<file path="src/rtl/pipe_hazard_ctrl.sv">
// ---------------------------------------------------------------------------
// pipe_hazard_ctrl
// Hazard and stall control for a 5-stage in-order pipeline. Tracks the
// control fields of the ID/EX, EX/MEM and MEM/WB slots, detects memory-wait,
// taken-branch and load-use hazards, and drives the PC / IF/ID enables.
// Forwarding-relevant slot fields are exported directly from the registers.
// ---------------------------------------------------------------------------
module pipe_hazard_ctrl (
    input  logic        clk,
    input  logic        reset,
    input  logic        id_valid,
    input  logic [4:0]  id_rs1,
    input  logic [4:0]  id_rs2,
    input  logic [4:0]  id_rd,
    input  logic        id_uses_rs2,
    input  logic        id_regwrite,
    input  logic        id_memread,
    input  logic        id_memwrite,
    input  logic        branch_taken,
    input  logic        mem_ready,
    output logic        pc_write,
    output logic        if_id_write,
    output logic        if_id_flush,
    output logic [4:0]  id_ex_rs1,
    output logic [4:0]  id_ex_rs2,
    output logic        ex_mem_regwrite,
    output logic [4:0]  ex_mem_rd,
    output logic        mem_wb_regwrite,
    output logic [4:0]  mem_wb_rd,
    output logic        ex_mem_memread,
    output logic        ex_mem_memwrite,
    output logic [1:0]  state,
    output logic [15:0] stall_cycles
);

    // Control fields carried by every pipeline slot.
    typedef struct packed {
        logic       valid;
        logic [4:0] rs1;
        logic [4:0] rs2;
        logic [4:0] rd;
        logic       regwrite;
        logic       memread;
        logic       memwrite;
    } slot_t;

    // Stall cause; the encoding is the externally visible state code.
    typedef enum logic [1:0] {
        RUN        = 2'b00,
        LOAD_STALL = 2'b01,
        MEM_WAIT   = 2'b10,
        FLUSH      = 2'b11
    } cause_e;

    localparam slot_t BUBBLE = '0;

    slot_t       id_ex_q, id_ex_d;
    slot_t       ex_mem_q, ex_mem_d;
    slot_t       mem_wb_q, mem_wb_d;
    slot_t       id_slot;
    cause_e      state_q, cause_d;
    logic [15:0] stall_cnt_q, stall_cnt_d;

    logic        mem_wait;
    logic        load_use;
    logic        rd_hits_rs1;
    logic        rd_hits_rs2;

    // Pack the decoded instruction into slot form.
    assign id_slot = '{valid:    id_valid,
                       rs1:      id_rs1,
                       rs2:      id_rs2,
                       rd:       id_rd,
                       regwrite: id_regwrite,
                       memread:  id_memread,
                       memwrite: id_memwrite};

    // Hazard detection and priority resolution of the active stall cause.
    always_comb begin
        // NOTE: every combinational output gets a default first so no path
        // leaves it unassigned, which would otherwise infer a latch.
        mem_wait    = ex_mem_q.valid && (ex_mem_q.memread || ex_mem_q.memwrite)
                      && !mem_ready;
        // x0 is hard-wired to zero, so a load targeting it never creates a hazard.
        rd_hits_rs1 = (id_ex_q.rd == id_rs1);
        rd_hits_rs2 = id_uses_rs2 && (id_ex_q.rd == id_rs2);
        load_use    = id_valid && id_ex_q.valid && id_ex_q.memread
                      && (id_ex_q.rd != 5'd0) && (rd_hits_rs1 || rd_hits_rs2);

        cause_d = RUN;
        if (mem_wait) begin
            cause_d = MEM_WAIT;
        end else if (branch_taken) begin
            cause_d = FLUSH;
        end else if (load_use) begin
            cause_d = LOAD_STALL;
        end
    end

    // Front-end enables and next slot contents for the resolved cause.
    always_comb begin
        pc_write    = 1'b1;
        if_id_write = 1'b1;
        if_id_flush = 1'b0;
        id_ex_d     = id_slot;
        ex_mem_d    = id_ex_q;
        mem_wb_d    = ex_mem_q;

        if (reset) begin
            pc_write    = 1'b0;
            if_id_write = 1'b0;
            if_id_flush = 1'b1;
        end else begin
            unique case (cause_d)
                MEM_WAIT: begin
                    // Freeze everything upstream of MEM; only WB drains.
                    pc_write    = 1'b0;
                    if_id_write = 1'b0;
                    id_ex_d     = id_ex_q;
                    ex_mem_d    = ex_mem_q;
                    mem_wb_d    = BUBBLE;
                end
                FLUSH: begin
                    // The IF/ID register is written with a bubble on a flush.
                    if_id_flush = 1'b1;
                    id_ex_d     = BUBBLE;
                end
                LOAD_STALL: begin
                    // Hold the consumer in ID while the load moves on to MEM.
                    pc_write    = 1'b0;
                    if_id_write = 1'b0;
                    id_ex_d     = BUBBLE;
                end
                default: begin
                end
            endcase
        end
    end

    // Saturating count of cycles lost to any stall or flush.
    always_comb begin
        stall_cnt_d = stall_cnt_q;
        if ((cause_d != RUN) && (stall_cnt_q != 16'hFFFF)) begin
            stall_cnt_d = stall_cnt_q + 16'd1;
        end
    end

    // Slot registers, cause register and stall counter with synchronous reset.
    always_ff @(posedge clk) begin
        // NOTE: state uses non-blocking assignments so every register samples
        // pre-edge values regardless of statement order.
        if (reset) begin
            id_ex_q     <= BUBBLE;
            ex_mem_q    <= BUBBLE;
            mem_wb_q    <= BUBBLE;
            state_q     <= RUN;
            stall_cnt_q <= 16'd0;
        end else begin
            id_ex_q     <= id_ex_d;
            ex_mem_q    <= ex_mem_d;
            mem_wb_q    <= mem_wb_d;
            state_q     <= cause_d;
            stall_cnt_q <= stall_cnt_d;
        end
    end

    // Forwarding and status outputs come straight from the registers.
    assign id_ex_rs1       = id_ex_q.rs1;
    assign id_ex_rs2       = id_ex_q.rs2;
    assign ex_mem_regwrite = ex_mem_q.valid & ex_mem_q.regwrite;
    assign ex_mem_rd       = ex_mem_q.rd;
    assign mem_wb_regwrite = mem_wb_q.valid & mem_wb_q.regwrite;
    assign mem_wb_rd       = mem_wb_q.rd;
    assign ex_mem_memread  = ex_mem_q.memread;
    assign ex_mem_memwrite = ex_mem_q.memwrite;
    assign state           = state_q;
    assign stall_cycles    = stall_cnt_q;

    // Slot fields kept for completeness but not consumed downstream here.
    logic unused_slot_bits;
    assign unused_slot_bits = ^{ex_mem_q.rs1, ex_mem_q.rs2,
                                mem_wb_q.rs1, mem_wb_q.rs2,
                                mem_wb_q.memread, mem_wb_q.memwrite};

endmodule

</file>
<file path="config.mk">
export PLATFORM = sky130hd
export DESIGN_NAME = pipe_hazard_ctrl
export DESIGN_NICKNAME = d
export VERILOG_FILES = /design/src/rtl/pipe_hazard_ctrl.sv
export SDC_FILE = /design/constraint.sdc
export NUM_CORES = 1
export LEC_CHECK = 0
export ABC_AREA = 1
export CAP_MARGIN = 40
export CORE_MARGIN = 4
export CORE_UTILIZATION = 55
export DETAILED_ROUTE_END_ITERATION = 12
export DONT_BUFFER_PORTS = 1
export GPL_ROUTABILITY_DRIVEN = 1
export GPL_TIMING_DRIVEN = 0
export PLACE_DENSITY = 0.7
export SYNTH_ARGS = -nofsm -noshare
export SYNTH_HDL_FRONTEND = slang
export SYNTH_SLANG_ARGS = --single-unit
</file>
<file path="constraint.sdc">
create_clock -name clk -period 4.7 [get_ports clk]
set_input_delay 0.94 -clock clk [delete_from_list [all_inputs] [get_ports clk]]
set_output_delay 0.94 -clock clk [all_outputs]
set_load 0.005 [all_outputs]
</file>
==> results_dict.tcl, run 1 <==
set metrics [dict create \
    status "completed" \
    synth_commonest_cells "96 x nand2_1, 60 x nor2_1, 56 x inv_1" \
    irDropWorstVdd_v 0.000164 \
    post-cts-setup-buffer-count 0 \
    reg2reg_depth 15 \
    grt_pass1_vias 2031 \
    p_sw_frac 0.254 \
    ys_seq_elements 53 \
    grt_overflow 0 \
    ctsResizeCount 0 \
    gp_congestion 0.916 \
    vias 2233 \
    root_buffer "clkbuf_8" \
    finalSetupViolations 0 \
    synthCells 392 \
    min_path_type "reg -> reg" \
    synth_top_area_cell "dfxtp_1" \
    worst_ep_required_time_ps 3760 \
    globalRouteTotalUtil 0.194 \
    finalCritPeriodShare 0.697 \
    slew_headroom 0.676 \
    crit_path_max_fanout 11 \
    ys_seq_area_frac 0.408 \
    skew_ps 9.06 \
    initial_core_util 0.582 \
    worst_r2r_endpoint "id_ex_rs2[0]" \
    routedWlPerCell_um 12.2 \
    cp-start-kind "input pin" \
    combPwrFrac 0.106 \
    ant_nets 0 \
    rsz0062_at_grt "no" \
    port_buffers 0 \
    arrival_ps 2340 \
    p_seq_frac 0.538 \
    tightest_slew_ps 487 \
    grt_first_pass_wirelength_um 9290 \
    placed_cell_area_mm2 0.00267 \
    drive_gt1_frac 0.0925 \
    clock_latency_ps 320 \
    route.detailed.drc 0 \
    yosysMostFrequentCell "nand2_1" \
    core_area_mm2 0.00447 \
    antenna_found_initial 0 \
    tns_ps 0 \
    die_x_um 76.8 \
    drtPass1Iterations 4 \
    synth_area_mm2 0.00260 \
    p_per_area_mw_per_mm2 320 \
    leakage_nw 1.26 \
    synth.area.top_cells "dfxtp_1 41%, nand2_1 14%, nor2_1 8.7%, inv_1 8.1%, a21oi_1 6.9%" \
    drt_iter0_markers 133 \
    cts_max_path_buffers 2 \
    grt_max_degree 18 \
    clk_pin_slew_ps 100 \
    design_area_mm2 0.00278 \
    syn-mean-instance-area_um2 6.64 \
    crit_start "id_rs2[0]" \
    drt-total-wl_um 5530 \
    max_freq_ghz 0.305 \
    diodes 0 \
    die_h_um 76.8 \
    hold_buffers 0 \
    htree_levels 2 \
    rows 24 \
    synthFlopType "dfxtp_1" \
    yosys_warnings 0 \
    dp_slack_ps 1400 \
    synthesis.nets 420 \
    hold_violations 0 \
    io_pins 69 \
    fp.dieArea_mm2 0.00590 \
    drv_slew 0 \
    cts_made_buffers 5 \
    critPathCaptureType "output port" \
    postLayoutSetupSlackWorst_ps 1420 \
    detail_route.vias_per_cell 4.94 \
    clockPowerShare 0.356 \
    endpoint "pc_write" \
    r2r_start "id_ex_q[4]" \
    netlist.area_leader.share 0.408 \
    internal-power_w 0.000664 \
    async_flop_share 0 \
    critPathKind "in -> out" \
    synthDistinctLibCells 20 \
    p_switching_w 0.000227 \
    period_minus_slack_ps 3280 \
    fin_nets 427 \
    place_hpwl_um 4310 \
    cts_tree "yes" \
    cts.sinks 53 \
    r2r_slack_ps 2250 \
    min_from "ex_mem_rd[0]" \
    synth-edff-count 0 \
    synthToLayoutAreaGrowth_pct 6.92 \
    drv_cap 0 \
]
[how the worst min path moves through the flow]
stage              endpoint  cells after the start
6_report       mem_wb_rd[0]                      2
3_5_place_dp    mem_wb_q[2]                      2
2_1_floorplan   mem_wb_q[2]                      2
5_1_grt        mem_wb_rd[1]                      2
4_1_cts         mem_wb_q[2]                      2
3_3_place_gp   mem_wb_rd[4]                      2
[cell type report]
class | instances | area (µm²)
clock buffer | 5 | 68.8
buffer | 35 | 233
sequential | 53 | 1060
multi-input combinational | 247 | 1090
tap | 52 | 65.1
clock inverter | 3 | 46.3
inverter | 57 | 214
fill | 423 | 1690
[placed cells by master (no fill, tap or decap)]
cell | netlist | layout
bufinv_16 | 0 | 1
clkinvlp_4 | 0 | 1
nor2_1 | 60 | 60
inv_2 | 1 | 1
a31oi_1 | 1 | 1
clkbuf_1 | 11 | 11
dfxtp_1 | 53 | 53
or2_2 | 1 | 1
a21oi_1 | 36 | 36
nand2_1 | 96 | 96
nand4_1 | 5 | 5
buf_4 | 21 | 21
buf_6 | 3 | 3
inv_1 | 56 | 56
nor3_1 | 8 | 8
nor3b_1 | 1 | 1
o21ai_0 | 19 | 19
and3_1 | 1 | 1
nand2_2 | 3 | 3
clkbuf_8 | 0 | 5
ha_1 | 4 | 4
clkinv_4 | 0 | 1
xnor2_1 | 2 | 2
nand3_1 | 10 | 10
[power by group through the flow]
| stage | sequential [W] | combinational, W | clock, W |
|---|---|---|---|
| floorplan | 0.000486 | 0.0000773 | 0 |
| global placement | 0.000489 | 0.0000932 | 0 |
| detailed placement | 0.000490 | 0.0000950 | 0 |
| CTS | 0.000479 | 0.0000955 | 0.000322 |
| global route | 0.000482 | 0.000110 | 0.000342 |
| finish | 0.000479 | 0.0000945 | 0.000317 |
[metal layers]
layer / vias to the layer above / wire length (µm) / track usage / share of wire
li1: 1198 / - / - / -
met1: 969 / 2800 / 0.267 / 0.51
met2: 59 / 2320 / 0.285 / 0.42
met3: 7 / 348 / 0.0644 / 0.063
met4: 0 / 68 / 0.0616 / 0.012
met5: - / 0 / 0 / 0
[registers in the layout, summed over array words and instances, names as in the netlist]
| signal | flops |
|---|---|
| ex_mem_memread | 1 |
| mem_wb_rd | 5 |
| state | 2 |
| ex_mem_rd | 5 |
| mem_wb_q | 2 |
| id_ex_rs2 | 5 |
| id_ex_rs1 | 5 |
| id_ex_q | 9 |
| ex_mem_memwrite | 1 |
| ex_mem_q | 2 |
| stall_cycles | 16 |
[cells by family (layout without fill, tap and decap cells)]
kind of cell | Yosys count | after routing | share of synthesized area
XOR/XNOR | 2 | 2 | 0.00673
adder cells (fa/ha/maj) | 4 | 4 | 0.0192
flip-flops | 53 | 53 | 0.408
AO/OA/AOI/OAI | 56 | 56 | 0.108
AND/OR/NAND/NOR | 185 | 185 | 0.287
buffers and inverters | 92 | 100 | 0.172
[per-stage QoR]
| step | cells | power (W) | utilization | hold WS (ps) |
|---|---|---|---|---|
| after global routing | 452 | 0.000933 | 0.622 | 484 |
| after detailed placement | 444 | 0.000585 | 0.596 | 445 |
| final | 452 | 0.000890 | 0.622 | 458 |
| after global placement | 444 | 0.000582 | 0.596 | 442 |
| after floorplan | 392 | 0.000563 | - | 431 |
| after CTS | 452 | 0.000897 | 0.622 | 460 |
[critical path, stage by stage]
cell and delay (ps):
inv_1 30, nand2_1 50, nand2_1 50, nor2_1 100
nand3_1 70, nand2_1 70, nand2_1 60, nand2_1 70
nand2_2 90, buf_6 160, ha_1 280, inv_1 40
nor2_1 190, buf_4 160
No activity file was read; power rests on OpenSTA's default activity.
==> inputs of run 2 (changes only) <==
- ABC_AREA: 1 -> 0
- clock period: 4.7 -> 3.3 ns (I/O delays scaled with it)
==> run 2 against run 1 <==
First-iteration DRC count fell by 59%. Clock skew fell by 4.8 ps. Critical path depth fell by 6. Critical endpoint unchanged. Highest routed layer unchanged.
==> results_dict.tcl, run 2 <==
set metrics [dict create \
    status "completed" \
    irDropWorstVdd_v 0.000307 \
    ant_nets 0 \
    cp_top_family "simple AND/OR/NAND/NOR gates" \
    synth_top_area_cell "dfxtp_1" \
    htree_levels 2 \
    synth.area.top_cells "dfxtp_1 46%, xnor2_1 8.0%, buf_4 6.8%, nor2_1 4.9%, a22o_2 4.8%" \
    totalPowerFinal_w 0.00115 \
    cts.sinks 53 \
    critPathCaptureType "output port" \
    crit_chain "xnor2_1 > nand3_1 > o22ai_1 > nand2_1 > and2_1 > ha_1 > nor2b_1 > buf_4" \
    hold_violations 0 \
    ys_seq_area_frac 0.460 \
    critPathKind "reg -> out" \
    detail_route.vias_per_cell 5.29 \
    drt_iter0_markers 55 \
    clockPowerShare 0.338 \
    drv_slew 0 \
    slowest_delay_ps 450 \
    post-cts-setup-buffer-count 0 \
    internal-power_w 0.000895 \
    final_cell_mix "53 x dfxtp_1, 30 x nor2_1, 21 x xnor2_1, 21 x buf_4" \
    synthCells 238 \
    fp.dieArea_mm2 0.00529 \
    grt_pass1_vias 1519 \
    r2r_start "id_ex_q[3]" \
    synthToLayoutAreaGrowth_pct 7.16 \
    critPathBufInv 1 \
    leakage_nw 0.965 \
    io_pins 69 \
    postLayoutSetupSlackWorst_ps 280 \
    ys_seq_elements 53 \
    tns_ps 0 \
    clock_latency_ps 300 \
    port_buffers 0 \
    core_area_mm2 0.00403 \
    min_from "id_regwrite" \
    drt-total-wl_um 4400 \
    tightest_slew_ps 478 \
    grt_first_pass_wirelength_um 7260 \
    max_freq_ghz 0.331 \
    synthesis.nets 266 \
    grt_max_degree 16 \
    routedWlPerCell_um 14.9 \
    cp-start-kind "flip-flop" \
    place_hpwl_um 3320 \
    fill_cells 362 \
    synth-edff-count 0 \
    rsz0062_at_grt "no" \
    drive_gt1_frac 0.183 \
    finalCritPeriodShare 0.915 \
    synth_commonest_cells "53 x dfxtp_1, 30 x nor2_1, 21 x buf_4, 21 x xnor2_1" \
    syn-mean-instance-area_um2 9.69 \
    root_buffer "clkbuf_8" \
    gp_congestion 0.814 \
    finalSetupViolations 0 \
    initial_core_util 0.572 \
    rows 23 \
    route.detailed.drc 0 \
    cts_tree "yes" \
    arrival_ps 2360 \
    p_per_area_mw_per_mm2 467 \
    yosys_warnings 0 \
    p_sw_frac 0.224 \
    crit_path_max_fanout 5 \
    seq_area_mm2 0.00106 \
    diodes 0 \
    slew_headroom 0.680 \
    crit_start "id_ex_q[3]" \
    cpMaxStageDelayCell "dfxtp_1" \
    dp_slack_ps 113 \
    die_x_um 72.8 \
    drtPass1Iterations 4 \
    multi_input_area_mm2 0.00103 \
    antenna_found_initial 0 \
    globalRouteTotalUtil 0.179 \
    synthFlopType "dfxtp_1" \
    skew_ps 4.27 \
    clk_pin_slew_ps 90 \
    cts_made_buffers 5 \
    async_flop_share 0 \
    drv_cap 0 \
    mostFrequentLayoutCell "dfxtp_1" \
    p_seq_frac 0.587 \
    netlist.area_leader.share 0.460 \
    combPwrFrac 0.075 \
    vias 1567 \
    final_util 0.613 \
    yosysMostFrequentCell "dfxtp_1" \
    cts_max_path_buffers 2 \
    p_switching_w 0.000258 \
    worst_ep_required_time_ps 2640 \
    die_h_um 72.8 \
    largest_register_ffs 16 \
    period_minus_slack_ps 3020 \
    min_path_type "in -> reg" \
    grt_overflow 0 \
    synthDistinctLibCells 36 \
    synth_area_mm2 0.00231 \
    fin_nets 273 \
]
## run 2: cell count changes after synthesis, sizes merged, moves of 7 or more
cell / before / now
clkbuf: 11 / 4
and2: 0 / 11
a22o: 0 / 19
nor2: 60 / 30
o21ai: 19 / 3
a21oi: 36 / 4
mux2i: 0 / 10
xnor2: 2 / 21
nand2: 99 / 11
inv: 57 / 4
## run 2: repair_timing
action,4_1_cts,5_1_grt
endpoints found under the setup margin,0,10
resized for setup,0,2
hold buffers,0,0
## run 2: metrics by stage
stage                     cell area (µm²)  hold slack [ps]  cells
final                                2470              475    296
after global placement               2370              463    288
after global routing                 2470              452    296
after CTS                            2470              464    296
after detailed placement             2370              467    288
after floorplan                      2310              444    238
## run 2: power by group through the flow
stage / Sequential, W / Combinational, W / Clock, W
6_report: 0.000677 / 0.0000868 / 0.000389
3_3_place_gp: 0.000692 / 0.0000864 / 0
3_5_place_dp: 0.000692 / 0.0000880 / 0
5_1_grt: 0.000680 / 0.0000981 / 0.000437
2_1_floorplan: 0.000687 / 0.0000744 / 0
4_1_cts: 0.000677 / 0.0000884 / 0.000405
## run 2: area by class of cell
class / count / area share
sequential: 53 / 0.429
clock inverter: 1 / 0.00203
multi-input combinational: 152 / 0.418
tap: 50 / 0.0253
inverter: 4 / 0.00608
buffer: 29 / 0.0800
clock buffer: 7 / 0.0390
## run 2: cell families (layout without fill, tap and decap cells)
| group | count (synthesis) | after routing | synth area share |
|---|---|---|---|
| AOI/OAI and AO/OA | 31 | 31 | 0.113 |
| buffers and inverters | 33 | 41 | 0.0917 |
| muxes | 10 | 10 | 0.0434 |
| and+or+nand+nor | 85 | 85 | 0.186 |
| DFF | 53 | 53 | 0.460 |
| adders and majority gates | 4 | 4 | 0.0217 |
| xor gates and xnor gates | 22 | 22 | 0.0836 |
## run 2: final timing paths
check             cells after the start            to  slack [ps]
setup / recovery                      8      pc_write         280
hold / removal                        1    id_ex_q[2]         480
setup reg to reg                     11  id_ex_rs2[2]         330
hold reg to reg                       1  id_ex_rs1[1]         490
## run 2: per-layer routing
metal | GRT usage | vias up | wire length (µm)
met1 | 0.213 | 698 | 1900
li1 | - | 809 | -
met2 | 0.276 | 53 | 2010
met4 | 0.0615 | 0 | 64
met3 | 0.0937 | 7 | 432
met5 | 0 | - | 0
==> inputs of run 3 (changes only) <==
- RECOVER_POWER: not set -> 50
==> run 3 against run 2 <==
Count of clock-buffer cells in the layout did not move. Total power rose by 0.11%. First-iteration DRC count fell by 15%. Largest cell class unchanged. Highest routed layer unchanged.
==> results_dict.tcl, run 3 (synthesis gave the netlist of run 2 again) <==
set metrics [dict create \
    finalCritPeriodShare 0.916 \
    cts_max_path_buffers 2 \
    grt_overflow 0 \
    min_path_type "in -> reg" \
    hold_buffers 0 \
    p_seq_frac 0.586 \
    fp.dieArea_mm2 0.00529 \
    tns_ps 0 \
    die_h_um 72.8 \
    routedWlPerCell_um 14.8 \
    ant_nets 0 \
    hold_violations 0 \
    design_area_mm2 0.00246 \
    drt-total-wl_um 4390 \
    tightest_slew_ps 466 \
    p_sw_frac 0.226 \
    arrival_ps 2360 \
    totalPowerFinal_w 0.00115 \
    internal-power_w 0.000893 \
    place_hpwl_um 3320 \
    period_minus_slack_ps 3020 \
    slew_headroom 0.688 \
    synthToLayoutAreaGrowth_pct 6.84 \
    htree_levels 2 \
    worst_ep_required_time_ps 2640 \
    status "completed" \
    crit_path_max_fanout 5 \
    placed_cell_area_mm2 0.00237 \
    finalSetupViolations 0 \
    p_switching_w 0.000261 \
    critPathKind "reg -> out" \
    p_per_area_mw_per_mm2 469 \
    grt_max_degree 16 \
    clockPowerShare 0.340 \
    clock_latency_ps 310 \
    fin_hold_ws_ps 472 \
    port_buffers 0 \
    final_cell_mix "53 x dfxtp_1, 30 x nor2_1, 21 x xnor2_1, 18 x clkbuf_4" \
    cp-start-kind "flip-flop" \
    r2r_start "id_ex_q[3]" \
    drv_slew 0 \
    critPathCaptureType "output port" \
    drt_iter0_markers 47 \
    globalRouteTotalUtil 0.179 \
    rows 23 \
    r2r_slack_ps 330 \
    crit_start "id_ex_q[3]" \
    io_pins 69 \
    route.detailed.drc 0 \
    clk_pin_slew_ps 90 \
    initial_core_util 0.572 \
    dp_slack_ps 113 \
    die_x_um 72.8 \
    detail_route.vias_per_cell 5.31 \
    mostFrequentLayoutCell "dfxtp_1" \
    largest_register_ffs 16 \
    leakage_nw 0.944 \
    reg2reg_depth 11 \
    core_area_mm2 0.00403 \
    drv_cap 0 \
    grt_first_pass_wirelength_um 7260 \
    grt_pass1_vias 1519 \
    rsz0062_at_grt "no" \
    drive_gt1_frac 0.175 \
    root_buffer "clkbuf_8" \
    cts_made_buffers 5 \
    drtPass1Iterations 4 \
    vias 1573 \
    cts_tree "yes" \
    cts.sinks 53 \
    irDropWorstVdd_v 0.000309 \
    gp_congestion 0.814 \
    diodes 0 \
    postLayoutSetupSlackWorst_ps 279 \
    fin_nets 273 \
    combPwrFrac 0.074 \
    max_freq_ghz 0.331 \
    antenna_found_initial 0 \
    worst_r2r_endpoint "id_ex_rs2[3]" \
    endpoint "pc_write" \
    skew_ps 5.32 \
]
==> run 3: worst max-delay path, stage by stage, from the launching register on <==
cell     delay (ps)
dfxtp_1         450
xnor2_1         150
nand3_1         100
o22ai_1         350
nand2_1         160
and2_1          210
ha_1            280
nor2b_1         200
buf_4           150
==> run 3: worst min path at each step <==
stage	slack, ps	startpoint	endpoint	depth (start not counted)
CTS	460	id_regwrite	id_ex_q[2]	1
finish	470	id_regwrite	id_ex_q[2]	1
floorplan	440	ex_mem_q[2]	mem_wb_q[2]	1
global placement	460	id_ex_q[2]	id_ex_q[2]	1
global route	450	id_rd[4]	id_ex_q[7]	1
detailed placement	470	id_ex_rs2[2]	id_ex_rs2[2]	1
==> run 3: power groups by stage <==
stage / Sequential (W) / Combinational [W] / Clock [W]
floorplan: 0.000687 / 0.0000744 / 0
global placement: 0.000692 / 0.0000864 / 0
detailed placement: 0.000692 / 0.0000880 / 0
CTS: 0.000677 / 0.0000884 / 0.000405
global route: 0.000680 / 0.0000968 / 0.000437
finish: 0.000677 / 0.0000855 / 0.000392
==> run 3: repair_timing <==
action	in CTS	in global routing
resized for setup	0	2
endpoints found under the setup margin	0	10
setup buffers	0	0
==> run 3: area by class of cell <==
| cell class | count | area (µm²) |
|---|---|---|
| Sequential cell | 53 | 1060 |
| Fill cell | 366 | 1570 |
| Buffer | 29 | 190 |
| Inverter | 4 | 15.0 |
| Clock buffer | 7 | 96.3 |
| Clock inverter | 1 | 5.00 |
| Tap cell | 50 | 62.6 |
| Multi-Input combinational cell | 152 | 1030 |
==> run 3: per-stage QoR <==
| step | util | std cells |
|---|---|---|
| final | 0.611 | 296 |
| after floorplan | - | 238 |
| after global routing | 0.611 | 296 |
| after detailed placement | 0.588 | 288 |
| after CTS | 0.613 | 296 |
| after global placement | 0.588 | 288 |
==> run 3: layer usage <==
metal / global-route usage / part of all wire / vias up
met5: 0 / 0 / -
met4: 0.0615 / 0.013 / 0
met2: 0.276 / 0.46 / 49
li1: - / - / 808
met3: 0.0937 / 0.093 / 6
met1: 0.213 / 0.44 / 710
